==> src/rtl/squash_unit_l1_chain.sv <==
// Squash arbiter: forwards the oldest of p_num_arb squash requests, with age taken relative to the tracked commit head.
// Optional build macro SQUASH_UNIT_L1_CHAIN_TRACE_EN adds a trace(level) string renderer.
module squash_unit_l1_chain #(
  parameter int p_num_arb      = 2,
  parameter int p_seq_num_bits = 5
) (
  input  logic                                      clk,
  input  logic                                      rst,
  input  logic [p_num_arb-1:0]                      arb_val,
  input  logic [p_num_arb-1:0][p_seq_num_bits-1:0]  arb_seq_num,
  input  logic [p_num_arb-1:0][31:0]                arb_target,
  output logic                                      gnt_val,
  output logic [p_seq_num_bits-1:0]                 gnt_seq_num,
  output logic [31:0]                               gnt_target,
  input  logic                                      commit_val,
  input  logic [31:0]                               commit_pc,
  input  logic [p_seq_num_bits-1:0]                 commit_seq_num,
  input  logic [4:0]                                commit_waddr,
  input  logic [31:0]                               commit_wdata,
  input  logic                                      commit_wen
);

  typedef logic [p_seq_num_bits-1:0] seq_t;

  seq_t head;
  logic unused_commit_fields;

  // Only the commit point matters here; the rest of the commit record is ignored.
  assign unused_commit_fields = ^{commit_pc, commit_waddr, commit_wdata, commit_wen};

  function automatic seq_t age(input seq_t s, input seq_t h);
    return seq_t'(s - h);
  endfunction

  function automatic logic is_older(input seq_t a, input seq_t b, input seq_t h);
    return age(a, h) < age(b, h);
  endfunction

  always_ff @(posedge clk) begin
    if (rst)
      head <= '0;
    else if (commit_val)
      head <= commit_seq_num + seq_t'(1);
  end

  // Strict compare keeps the earlier index on equal ages, so ties go to the lower requester.
  always_comb begin
    gnt_val     = 1'b0;
    gnt_seq_num = '0;
    gnt_target  = '0;
    for (int i = 0; i < p_num_arb; i++) begin
      if (arb_val[i] && (!gnt_val || is_older(arb_seq_num[i], gnt_seq_num, head))) begin
        gnt_val     = 1'b1;
        gnt_seq_num = arb_seq_num[i];
        gnt_target  = arb_target[i];
      end
    end
  end

`ifdef SQUASH_UNIT_L1_CHAIN_TRACE_EN
  function automatic string trace(int level);
    string s;
    string blank;
    s     = "";
    blank = "";
    for (int k = 0; k < (p_seq_num_bits + 3) / 4 + 9; k++)
      blank = {blank, " "};
    for (int i = 0; i < p_num_arb; i++) begin
      if (i > 0)
        s = {s, " "};
      if (arb_val[i])
        s = {s, $sformatf("%h:%h", arb_seq_num[i], arb_target[i])};
      else
        s = {s, blank};
    end
    s = {s, " > "};
    if (gnt_val)
      s = {s, $sformatf("%h:%h", gnt_seq_num, gnt_target)};
    else
      s = {s, blank};
    if (level > 1)
      s = {s, $sformatf(" head=%h", head)};
    return s;
  endfunction
`endif

endmodule

==> config.mk <==
export PLATFORM = sky130hd
export DESIGN_NAME = squash_unit_l1_chain
export DESIGN_NICKNAME = d
export VERILOG_FILES = /design/src/rtl/squash_unit_l1_chain.sv
export SDC_FILE = /design/constraint.sdc
export NUM_CORES = 1
export LEC_CHECK = 0
export ABC_AREA = 0
export CAP_MARGIN = 0
export CORE_AREA = 2 2 75 77
export CTS_CLUSTER_SIZE = 8
export DETAILED_ROUTE_END_ITERATION = 10
export DIE_AREA = 0 0 77 79
export GPL_ROUTABILITY_DRIVEN = 1
export PLACE_DENSITY = 0.79
export SLEW_MARGIN = 40
export SYNTH_ARGS = -nofsm -noshare
export SYNTH_HDL_FRONTEND = slang
export SYNTH_SLANG_ARGS = --single-unit
==> constraint.sdc <==
create_clock -name clk -period 5.42 [get_ports clk]
set_clock_uncertainty 0.1 [all_clocks]
set_input_delay 0.542 -clock clk [delete_from_list [all_inputs] [get_ports clk]]
set_output_delay 0.542 -clock clk [all_outputs]
set_load 0.02 [all_outputs]
---- Word-level counts from Yosys, hierarchy flattened ----
Cells that the tools add are included.
storage, ports and cells
  register bits after elaboration ......... 5
  input port bits ......................... 154
  output and inout port bits .............. 38
  word-level logic and storage cells ...... 14
cells by class
  add/sub/neg operators ................... 3
  magnitude comparators ................... 1
  mux-type cells .......................... 6
  reductions and logical operators ........ 3
operators with widths
  kind                                         number
  two-way mux 32 bit                           2
  two-way mux 5 bit                            2
  subtractor 5 bit                             2
  adder 5 x 1 -> 5 bit, second input constant  1
  < comparator 5 bit                           1
  two-way mux 1 bit                            2
  logical AND 1 bit                            1
  zero test 1 bit                              1
  logical OR 1 bit                             1

---- Depth between registers and ports, before layout ----
  depth after elaboration ................. 6
  mapped depth ............................ 13
  depth with buffers taken out ............ 11

---- Worst setup path before layout ----
OpenSTA, ideal clock, no wires.
  kind .................................... input to output
  start ................................... input port arb_seq_num[0] in the netlist's numbering
  end ..................................... output port gnt_target[10]
  data arrival time ....................... 2.841 ns
  data required time ...................... 4.778 ns
  slack ................................... 1.937 ns
  stages .................................. 13
  buffers on the path ..................... 2
  cells stage by stage .................... nand2_1 > ha_1 > inv_1 > fa_1 > a21o_1 > a21oi_1 > xnor2_1 > ha_1 > a31oi_2 > a31o_1 > buf_6 > buf_8 > a22o_1
on the way
  cells in the longest elaborated chain, start to end .. 6
RTL lines
  what                RTL line  source
  start, declared     10        input logic [p_num_arb-1:0][p_seq_num_bits-1:0] arb_seq_num,
  two-way mux 5 bit   52        if (arb_val[i] && (!gnt_val || is_older(arb_seq_num[i], gnt_seq_num, head))) begin
  subtractor 5 bit    32        return seq_t'(s - h);
  < comparator 5 bit  36        return age(a, h) < age(b, h);
  logical OR 1 bit    52
  logical AND 1 bit   52
  two-way mux 32 bit  52
  end, declared       14        output logic [31:0] gnt_target,
Every way passes these cells.

---- Final worst setup path ----
  start ................................... input port arb_val[0]
  end ..................................... output port gnt_target[31]
on the way
  cells in the longest elaborated chain, start to end .. 6
  elaborated cells on any way between the ends .. 9
  classes of those cells .................. add/sub: 1; order compare: 1; mux: 4; reduce/logical: 3
RTL lines
  what                    RTL line  source
  start, declared         9         input logic [p_num_arb-1:0] arb_val,
  two-way mux 5 bit       52
  subtractor 5 bit        32
  < comparator 5 bit      36
  logical OR 1 bit        52
  logical AND 1 bit       52
  two-way mux 32 bit (*)  52
Every way passes the cells marked *; elsewhere a longest branch is shown, timed or not.

==> impl_metrics.tcl <==
set metrics [dict create \
    status "complete, no violations" \
    drc 0 \
    nNetsFinal 413 \
    synth_nets 291 \
    row_count 27 \
    synth_cells 122 \
    p_leak_nw 0.964 \
    p_clk_frac 0.104 \
    track_usage 0.128 \
    critPathBufInv 4 \
    port_buffers 121 \
    ys_seq_area_frac 0.0915 \
    slowest_stage "clkdlybuf4s50_1" \
    area_delta_synth_final_pct 119 \
    postCtsHoldBufs 0 \
    cts_sinks 5 \
    setup.worst_path.start_class "input pin" \
    reg.largest.list "head: 5 flops" \
    final.setup.tns_ps 0 \
    min_period_ps 4940 \
    holdPathStages 2 \
    gp_congestion 0.768 \
    hold_viol_final 0 \
    cts.htree.levels 1 \
    hold_class "flip-flop to flip-flop" \
    drv_cap 0 \
    synth_seq_cells 5 \
    drive_above_1_share 0.0576 \
    synth-main-ff-cell "dfxtp_1" \
    start_util 0.205 \
    rsz0062_at_grt "false" \
    reg2reg_slack_ps 4610 \
    die_area_um2 6080 \
    drt-initial-drc-count 34 \
    synth_edf_count 0 \
    die_h_um 79 \
    drv_slew 0 \
    tightest_slew_ps 309 \
    path_cells "clkdlybuf4s50_1 > nand2_1 > ha_1 > inv_1 > fa_1 > a21o_1 > a21oi_1 > xnor2_1 > ha_1 > a31oi_2 > a31o_1 > buf_4 > a22o_2 > clkdlybuf4s50_1" \
    holdPathEnd "head[3]" \
    synthTopCellsByCount "33 x a22o_1, 13 x ha_1, 10 x inv_1, 7 x xnor2_1, 6 x nor2_1" \
    cts-buffers-inserted 3 \
    hp-start "head[3]" \
    worstSetupPathType "input pin to output port" \
    cp_max_fo 29 \
    crit_path_max_incr_delay_ps 630 \
    cp-startpoint "arb_val[0]" \
    cp_data_required_time_ps 4780 \
    reg2reg_from "head[4]" \
    vias 1383 \
    synth_area_um2 1090 \
    switching_share 0.419 \
    ys_async_sr_fraction 0 \
    setup_viol 0 \
    fmax_ghz 0.202 \
    cts-root-buf "clkbuf_8" \
    p_per_area_nw_per_um2 267 \
    worstReg2RegEnd "head[4]" \
    yosysUniqueCellTypes 26 \
    path_clk_slew_ps 30 \
    num_antenna_cells 0 \
    timing.critical_path.arrival_ps 4300 \
    yosysMostFrequentCell "a22o_1" \
    intPower_mw 0.372 \
    crit_path_end_kind "output port" \
    clock_latency_ps 210 \
    clock_path_buffers 2 \
    final_design_area_no_fill_um2 2390 \
    dr.pass1.iters 4 \
    grt_first_pass_wirelength_um 6450 \
    largest_register_ffs 5 \
    n_fill_cell 557 \
    cts.repair.resized 0 \
    pwr-share-comb 0.830 \
    chipWidth_um 77 \
    grt-ovfl-total 0 \
    grt_pass1_vias 1345 \
    cts_tree "done" \
    dpl_cell_area_um2 2350 \
    dpl.hpwl_um 3750 \
    yosysTopAreaCellShare 0.264 \
    peakVddDrop_mv 0.130 \
    switchingPower_mw 0.268 \
    p_seq_frac 0.066 \
    antenna_found_initial 0 \
    drt-total-wl_um 4320 \
    via_per_inst 4.39 \
    synth_area_leader_cell "a22o_1" \
    synth_warnings 0 \
    ant_nets 0 \
    core_area_um2 5340 \
    postCtsSetupBuffers 0 \
    regMostFlops "head" \
    period_share 0.912 \
    slew_headroom 0.793 \
    fin_util 0.449 \
    reg2regPathDepth 2 \
    synth_area_per_cell_um2 8.96 \
    ys_top_cells_by_area "a22o_1 26%, ha_1 15%, dfxtp_1 9.2%, xnor2_1 5.6%, buf_8 4.1%" \
    grt_max_degree 30 \
    ios 192 \
    cpLargestDelayFamily "buffers and inverters" \
    wire_per_inst_um 13.7 \
]
==> layout make-up <==
cell class	instances	area, um^2	area share
Inverter	10	37.5	0.0157
Tap cell	72	90.1	0.0376
Sequential cell	5	100	0.0418
Multi-Input combinational cell	99	881	0.368
Clock buffer	4	45.0	0.0188
Timing Repair Buffer	125	1240	0.518
==> stage by stage <==
step / power [mW] / hold slack (ps) / setup WS [ps] / std cells
floorplan: 0.361 / 358 / 1940 / 122
global placement: 0.569 / 378 / 528 / 311
detailed placement: 0.576 / 385 / 427 / 311
CTS: 0.646 / 389 / 419 / 315
global route: 0.681 / 421 / 274 / 315
finish: 0.640 / 382 / 478 / 315
==> tightest hold or removal path: cells and delay by family (launching register included) <==
family | cells | cell delay, ps
DFF | 1 | 300
and+or+nand+nor | 1 | 80
AOI/OAI and AO/OA | 1 | 50
==> cell usage in the layout (no fill, tap or decap), drive strengths merged <==
cell type / instances
buf: 4
a21oi: 5
and2: 3
clkdlybuf4s50: 121
a22o: 36
a211oi: 4
a31oi: 3
xor2: 4
mux2i: 1
nand3: 3
clkbuf: 4
dfxtp: 5
o311ai: 1
inv: 10
a2bb2oi: 1
ha: 13
xnor2: 7
a31o: 2
a21o: 5
nor2: 6
fa: 2
nand2: 3
==> worst max-delay path by stage <==
stage / depth (start not counted) / endpoint / slack [ps]
after floorplan: 13 / gnt_target[10] / 1940
after global placement: 14 / gnt_target[31] / 530
after detailed placement: 14 / gnt_target[31] / 430
after CTS: 14 / gnt_target[31] / 420
after global routing: 14 / gnt_target[31] / 270
final: 14 / gnt_target[31] / 480
==> power by group through the flow <==
stage                     Clock (mW)  Sequential, mW  Combinational (mW)
final                         0.0667          0.0419               0.531
after global routing          0.0712          0.0423               0.567
after CTS                     0.0690          0.0420               0.535
after detailed placement           0          0.0425               0.533
after global placement             0          0.0423               0.527
after floorplan                    0          0.0418               0.319
==> cells by family (layout without fill, tap and decap cells) <==
family / after synthesis / after routing / share of synthesized area
AO/OA/AOI/OAI: 57 / 57 / 0.461
AND/OR/NAND/NOR: 15 / 15 / 0.0618
buffers and inverters: 18 / 139 / 0.103
flip-flops: 5 / 5 / 0.0915
multiplexers: 1 / 1 / 0.00915
adder cells (fa/ha/maj): 15 / 15 / 0.185
XOR/XNOR: 11 / 11 / 0.0881
==> metal layers <==
layer	wire length, um	part of all wire	GRT usage	vias up
met5	0	0	0	-
met4	35	0.0081	0.0411	0
met3	247	0.057	0.0216	4
met2	2160	0.50	0.225	47
met1	1880	0.43	0.160	617
li1	-	-	-	715
Power figures use the tool's default switching activity.
